--- src/rtl/seq_shift_right_unit.sv ---
// ---------------------------------------------------------------------------
// seq_shift_right_unit
//
// Multi-cycle right shifter for the execute stage. It handles SRL, SRLV, SRA
// and SRAV by moving the operand one bit position per clock. This trades
// latency for area compared with a full barrel shifter.
//
// Operation sequence:
//   IDLE  : waits for start. On an accepted start it latches the operand,
//           the shift amount and the fill bit.
//   SHIFT : shifts right by one bit per clock until the count is used up.
//   DONE  : pulses done for one cycle, then returns to IDLE.
//
// A shift amount of k gives a start-to-done latency of k+1 cycles.
// Because DONE always lasts one cycle, a new operation can be accepted
// every k+2 cycles.
//
// Ports:
//   clk      in   1        single clock, rising edge
//   rst      in   1        synchronous, active-high reset
//   start    in   1        request; only looked at in IDLE
//   data_in  in   WIDTH    operand, latched on the accepted start
//   shamt    in   SHAMT_W  shift amount, latched on the accepted start
//   arith    in   1        1 = arithmetic (sign fill), 0 = logical (zero fill)
//   busy     out  1        high in SHIFT and DONE
//   done     out  1        one-cycle pulse; result is valid in that cycle
//   result   out  WIDTH    shifted value; holds until the next accepted start
//
// Parameters:
//   WIDTH    data width in bits
//   SHAMT_W  shift-amount width; 2**SHAMT_W must cover WIDTH-1
// ---------------------------------------------------------------------------
module seq_shift_right_unit #(
  parameter int WIDTH   = 32,
  parameter int SHAMT_W = 5
) (
  input  logic               clk,
  input  logic               rst,
  input  logic               start,
  input  logic [WIDTH-1:0]   data_in,
  input  logic [SHAMT_W-1:0] shamt,
  input  logic               arith,
  output logic               busy,
  output logic               done,
  output logic [WIDTH-1:0]   result
);

  typedef enum logic [1:0] {
    ST_IDLE  = 2'd0,
    ST_SHIFT = 2'd1,
    ST_DONE  = 2'd2
  } state_t;

  state_t             state;
  logic [SHAMT_W-1:0] count;  // shifts still to perform
  logic               fill;   // bit shifted in at the MSB, fixed for the whole op

  // NOTE: every register in this block uses non-blocking assignments. All
  // right-hand sides therefore read pre-edge values. This matters most in
  // SHIFT, where the count==1 test must see the value before the decrement.
  always_ff @(posedge clk) begin
    if (rst) begin
      // Reset wins over everything. An operation in flight is dropped
      // without a done pulse.
      state  <= ST_IDLE;
      result <= '0;
      count  <= '0;
      fill   <= 1'b0;
    end else begin
      case (state)
        ST_IDLE: begin
          if (start) begin
            result <= data_in;
            count  <= shamt;
            // The sign is captured once from the original operand.
            // Later shifts never re-sample it.
            fill   <= arith & data_in[WIDTH-1];
            state  <= (shamt == '0) ? ST_DONE : ST_SHIFT;
          end
        end

        ST_SHIFT: begin
          result <= {fill, result[WIDTH-1:1]};
          count  <= count - SHAMT_W'(1);
          if (count == SHAMT_W'(1)) begin
            state <= ST_DONE;
          end
        end

        ST_DONE: begin
          // Leave DONE unconditionally. Start is not looked at here, so the
          // done cycle can never overlap a new acceptance.
          state <= ST_IDLE;
        end

        default: begin
          state <= ST_IDLE;
        end
      endcase
    end
  end

  // Moore outputs taken straight from the state register.
  // Because done is only high in ST_DONE, done implies busy.
  assign busy = (state == ST_SHIFT) || (state == ST_DONE);
  assign done = (state == ST_DONE);

endmodule

--- config.mk ---
export PLATFORM = sky130hd
export DESIGN_NAME = seq_shift_right_unit
export DESIGN_NICKNAME = d
export VERILOG_FILES = /design/src/rtl/seq_shift_right_unit.sv
export SDC_FILE = /design/constraint.sdc
export NUM_CORES = 1
export LEC_CHECK = 0
export BUFFER_PORTS_ARGS = -buffer_cell sky130_fd_sc_hd__buf_2
export CAP_MARGIN = 0
export CORE_MARGIN = 1.5
export CORE_UTILIZATION = 44
export CTS_CLUSTER_DIAMETER = 120
export CTS_CLUSTER_SIZE = 24
export DETAILED_ROUTE_END_ITERATION = 7
export GPL_ROUTABILITY_DRIVEN = 0
export PLACE_DENSITY = 0.75
export RECOVER_POWER = 50
export SLEW_MARGIN = 15
export SYNTH_ARGS = -nofsm -noshare
export SYNTH_HDL_FRONTEND = slang
export SYNTH_SLANG_ARGS = --single-unit
--- constraint.sdc ---
create_clock -name clk -period 1.7 [get_ports clk]
set_clock_uncertainty 0.2 [all_clocks]
set_input_delay 0.34 -clock clk [delete_from_list [all_inputs] [get_ports clk]]
set_output_delay 0.34 -clock clk [all_outputs]
set_load 0.1 [all_outputs]
==> metrics.txt, run 1 <==
status=completed; Mapped Area=2020 um2; mux cell area share after synthesis=0.171; most frequent cells in the layout=buf_2, dfxtp_1, nor2_1; Slew HR=0.644; CP required=between 1000 and 1500 ps; Comb power frac=0.579; Antenna Diode Count=0; Core Box Area=4380 um2; Worst R2R End=state[0]; Synth Area in Compound Gates=0.217; maximum vdd drop=913 uV; max incr delay on CP=360 ps; Avg WL per Cell=14.5 um; Flop pwr share=0.287; Leak=1.17 nW; sw frac=0.516; Clock Sink Count=40; Crit Path Class=reg -> out; CP max FO=3; Overall Power=4.43 mW; Post-Synth XOR/XNOR Area=0; clock buffer depth=2; cts bufs inserted=5; final WL=4880 um; first-pass GRT wire length=7410 um; RSZ-0062 raised after global routing=yes; number of global-route vias before repair=1,738; final worst-path setup slack=approximately 9.4 ps; Placed Instances=about 320; Final Hold Viols=0; Tightest Pin Transition=537 ps; average size of a mapped cell=9.76 um2; Bufs and invs on worst path=2; Tmin final=approximately 1700 ps; clk slew on worst S/H paths=approximately 70 ps; largest family of logic cells by synthesized area=compound AO/OA/AOI/OAI gates; Final Slew Violations=0; vias per cell=5.41; Worst Setup Start Kind=register; CTS tree=built; adder and majority gate portion of the synthesized area=0.0310; Layout area overhead=36.7%; Psw=2.28 mW; drt initial violations=67; fill count=379; critical path endpoint category=primary output; crit-path leading delay family=flip-flops; Routed Antenna Nets=0; hold slack=130 ps; Final Util=0.630; die area=5010 um2; Yosys warning count=0; # IOs=75; synthesized flop and latch total=40; dpl cell area=2510 um2; Synth cell types=32; Via Count=1,824; Post-Route Setup TNS=0 ps; # rows=24; pre-CTS WS=-7.88 ps; Gate Count Post-Synth=207; DRT Pass-1 Iters=4; initial antenna violation count=0; critical-path cell list=inv_2 -> ha_4 -> buf_12; final instance area=2760 um2; Hold Path Origin=arith; Net count, final=331; largest net degree at the start of global routing=40; Die Wd=roughly 71 um; Hold Path Stages=3; r2r setup slk=50 ps; CP Data Arrival Time=around 1200 ps; Die Height=70.8 um; Starting Density=0.461; min-delay worst type=in -> reg; leading cell type in the layout, fill and taps excluded=buf_2; fraction of layout cells with a size suffix above 1=0.460; overall routing resource usage=0.183; Fmax=592 MHz; worst skew pair latency=290 ps; DRC Markers=0; CP max-delay cell=dfxtp_2; Clk network pwr share=0.134; hold buffers post-CTS=0; Mapped Nets=253; r2r worst-path depth=5; # port buffers=74; # H-tree levels=2; Synth Area in Simple Gates=0.121; DP HPWL=3090 um; Pint=2.15 mW; FF-to-FF Start=count[1]; CTS Root Cell=clkbuf_8; fin cells=337; post-synthesis sequential area ratio=0.396; Cell Pwr Density=1600 nW/um2; Hold Path Sink=fill; maxcap violations=0; period utilization=0.994; grt ovf=0; final setup vio count=0
## cell families after synthesis
group	count (synthesis)
AO/OA/AOI/OAI	52
AND/OR/NAND/NOR	51
flip-flops	40
multiplexers	34
buffers and inverters	25
adder cells (fa/ha/maj)	5
## layer usage
| metal | global-route usage | routed length, um | part of all wire | up-vias |
|---|---|---|---|---|
| met5 | 0 | 0 | 0 | - |
| met4 | 0.0440 | 39 | 0.0080 | 0 |
| met3 | 0.0769 | 319 | 0.065 | 4 |
| met2 | 0.319 | 2340 | 0.48 | 51 |
| met1 | 0.207 | 2180 | 0.45 | 860 |
| li1 | - | - | - | 909 |
## cells in the mapped netlist (all sizes together)
cell type	count	area [um2]
clkbuf	5	18.8
nor4b	1	8.76
a211oi	33	298
nor2	35	131
a22oi	1	7.51
a21oi	7	35.0
or3b	1	8.76
dfxtp	40	801
or4	1	7.51
o21ai	3	15.0
nor2b	4	25.0
o211a	1	10.0
ha	5	62.6
nand2b	3	18.8
or4b	1	13.8
mux2i	33	330
o32ai	3	33.8
nand2	2	7.51
and3b	1	10.0
o31a	1	8.76
inv	7	26.3
o211ai	1	7.51
a221oi	1	8.76
nand4	1	6.26
o2bb2ai	1	15.0
buf	13	82.6
mux2	1	15.0
or3	1	7.51
## cell type report
class	count	area (um2)	area share
clock buffer	6	72.6	0.0263
multi-input combinational	143	1190	0.431
timing repair buffer	88	594	0.215
inverter	7	28.8	0.0104
sequential	40	807	0.292
clock inverter	1	5.00	0.00181
tap	52	65.1	0.0236
## how the worst max path moves through the flow
stage / startpoint / to / slack, ps / cells past startpoint
after global routing: state[0] / busy / -20 / 3
final: state[1] / busy / 9 / 3
after detailed placement: state[1] / result[27] / -8 / 6
after CTS: state[1] / result[27] / 20 / 6
after global placement: state[1] / result[30] / 40 / 6
after floorplan: state[0] / done / 4 / 2
## power groups by stage
stage / clock [mW] / combinational, mW / sequential (mW)
6_report: 0.595 / 2.56 / 1.27
5_1_grt: 0.650 / 2.69 / 1.30
4_1_cts: 0.602 / 2.38 / 1.26
3_5_place_dp: 0 / 2.36 / 1.28
3_3_place_gp: 0 / 2.34 / 1.27
2_1_floorplan: 0 / 0.882 / 2.34
## repair_timing
item,in CTS,in global routing
endpoints found under the hold margin,0,0
cloned,0,4
pin swaps,1,1
buffers inserted,0,2
endpoints found under the setup margin,7,25
resized for setup,6,15
## state kept, by name, indices dropped and copies added, names as in the netlist
register / cells
fill: 1
state: 2
count: 5
result: 32
## tightest hold or removal path, cell delays in order
cell	delay [ps]
buf_2	90
nand4_1	70
a21oi_1	60
(Power assumes the default switching activity.)
==> inputs of run 2 (changes only) <==
PLACE_DENSITY = 0.72   (was 0.75)
==> run 2 against run 1 <==
The run now ends with setup timing left. Via count grew 2.1%. Sequential power grew 4%. Clock power shrank 3%. Utilization grew 7.4 points. Hold slack gained 54 ps. Critical path type is now reg -> reg. Highest routed layer unchanged.
==> metrics.txt, run 2 (same netlist as run 1, synthesis figures left out) <==
DRC Markers=0; first-pass GRT wire length=7470 um; Die Wd=70.8 um; cts bufs inserted=5; Routed Antenna Nets=0; fill count=approximately 320; r2r setup slk=-30 ps; overall routing resource usage=0.184; final WL=approximately 5100 um; final worst-path setup slack=-31.1 ps; hold buffers post-CTS=0; most frequent cells in the layout=buf_2, dfxtp_1, mux2i_1; Tightest Pin Transition=493 ps; maxcap violations=0; FF-to-FF Start=state[0]; DP HPWL=3200 um; Layout area overhead=52.9%; min-delay worst type=in -> reg; CP required=~1700 ps; GR met1 Demand/Resource=0.252; Tmin final=1730 ps; Placed Instances=326; max reg flops=32; fin cells=343; critical-path cell list=inv_4 -> ha_4 -> mux2_4 -> buf_12 -> clkbuf_16 -> a211oi_1; final setup vio count=19; Die Height=70.8 um; Final Hold Viols=0; hold slack=roughly 180 ps; fraction of layout cells with a size suffix above 1=0.605; DRT Pass-1 Iters=4; Fmax=578 MHz; critical path endpoint category=register; number of global-route vias before repair=about 1,600; Slew HR=0.673; status=finished with violations; # port buffers=74; # rows=24; Net count, final=337; Post-Route Setup TNS=-195 ps; Worst Setup Start Kind=register; Hold Path Stages=3; Crit Path Class=reg -> reg; CP Data Arrival Time=roughly 1700 ps; crit-path leading delay family=flip-flops; die area=around 5000 um2; largest registers=result (32), count (5), state (2); failing checks=setup timing; Antenna Diode Count=0; Hold Path Sink=fill; met3 usage=0.0584; Starting Density=0.461; maximum vdd drop=846 uV; pre-CTS WS=12.9 ps; max incr delay on CP=380 ps; drt initial violations=117; Hold Path Origin=arith; grt peak-use layer=met2; RSZ-0062 raised after global routing=yes; Final Slew Violations=0; Via Count=around 1,900; # H-tree levels=2; Cell Pwr Density=1550 nW/um2; met2 usage=0.279; clk slew on worst S/H paths=70 ps; # IOs=between 70 and 80; initial antenna violation count=0; Core Box Area=4380 um2; vias per cell=~5.4; leading cell type in the layout, fill and taps excluded=buf_2; worst skew pair latency=about 280 ps; CTS Root Cell=clkbuf_8; grt ovf=0; r2r worst-path depth=6; Leak=1.26 nW; CTS tree=built; clock buffer depth=2; CP max-delay cell=dfxtp_4; Worst R2R End=result[7]; Avg WL per Cell=14.9 um; CP max FO=6; Biggest register=result; largest net degree at the start of global routing=27; Bufs and invs on worst path=3; Clock Sink Count=40; period utilization=1.02
-- run 2: what timing repair did --
action / in CTS / in global routing
pin swaps: 0 / 4
setup buffers: 3 / 3
gates resized for setup: 36 / 51
endpoints found under the setup margin: 2 / 38
gates cloned: 1 / 3
-- run 2: power by group --
group	total, mW	switching, mW	internal (mW)
Combinational	2.91	1.94	0.965
Sequential	1.32	0.189	1.13
Clock	0.577	0.298	0.279
Total	4.80	2.43	2.37
-- run 2: per-layer routing --
layer	vias up	share of wire
met2	66	0.46
met4	0	0.012
li1	914	-
met3	8	0.068
met1	875	0.46
met5	-	0
-- run 2: worst max path at each step --
| stage | from | endpoint | slack [ps] | cells after the start |
|---|---|---|---|---|
| after floorplan | state[0] | done | 4 | 2 |
| after global placement | count[1] | state[0] | 8 | 5 |
| final | state[0] | result[7] | -30 | 6 |
| after global routing | state[0] | result[8] | -70 | 7 |
| after CTS | state[0] | result[5] | -10 | 6 |
| after detailed placement | count[1] | state[0] | 10 | 5 |
-- run 2: tightest hold or removal path: cells and delay by family --
family,cells,cell delay [ps]
compound gates,1,80
simple gates,1,100
buf+inv,1,90
-- run 2: stage by stage --
stage	cell area, um2	power (mW)	utilization
4_1_cts	2800	4.47	0.638
6_report	3090	4.80	0.705
5_1_grt	3090	5.02	0.705
3_5_place_dp	2530	3.66	0.576
2_1_floorplan	2030	3.22	-
3_3_place_gp	2530	3.64	0.576
-- run 2: cell type report --
type	count	area (um2)	area share
clock buffer	6	72.6	0.0235
timing repair buffer	95	738	0.239
tap	52	65.1	0.0211
multi-input combinational	142	1370	0.444
clock inverter	1	5.00	0.00162
inverter	7	28.8	0.00932
sequential	40	808	0.262
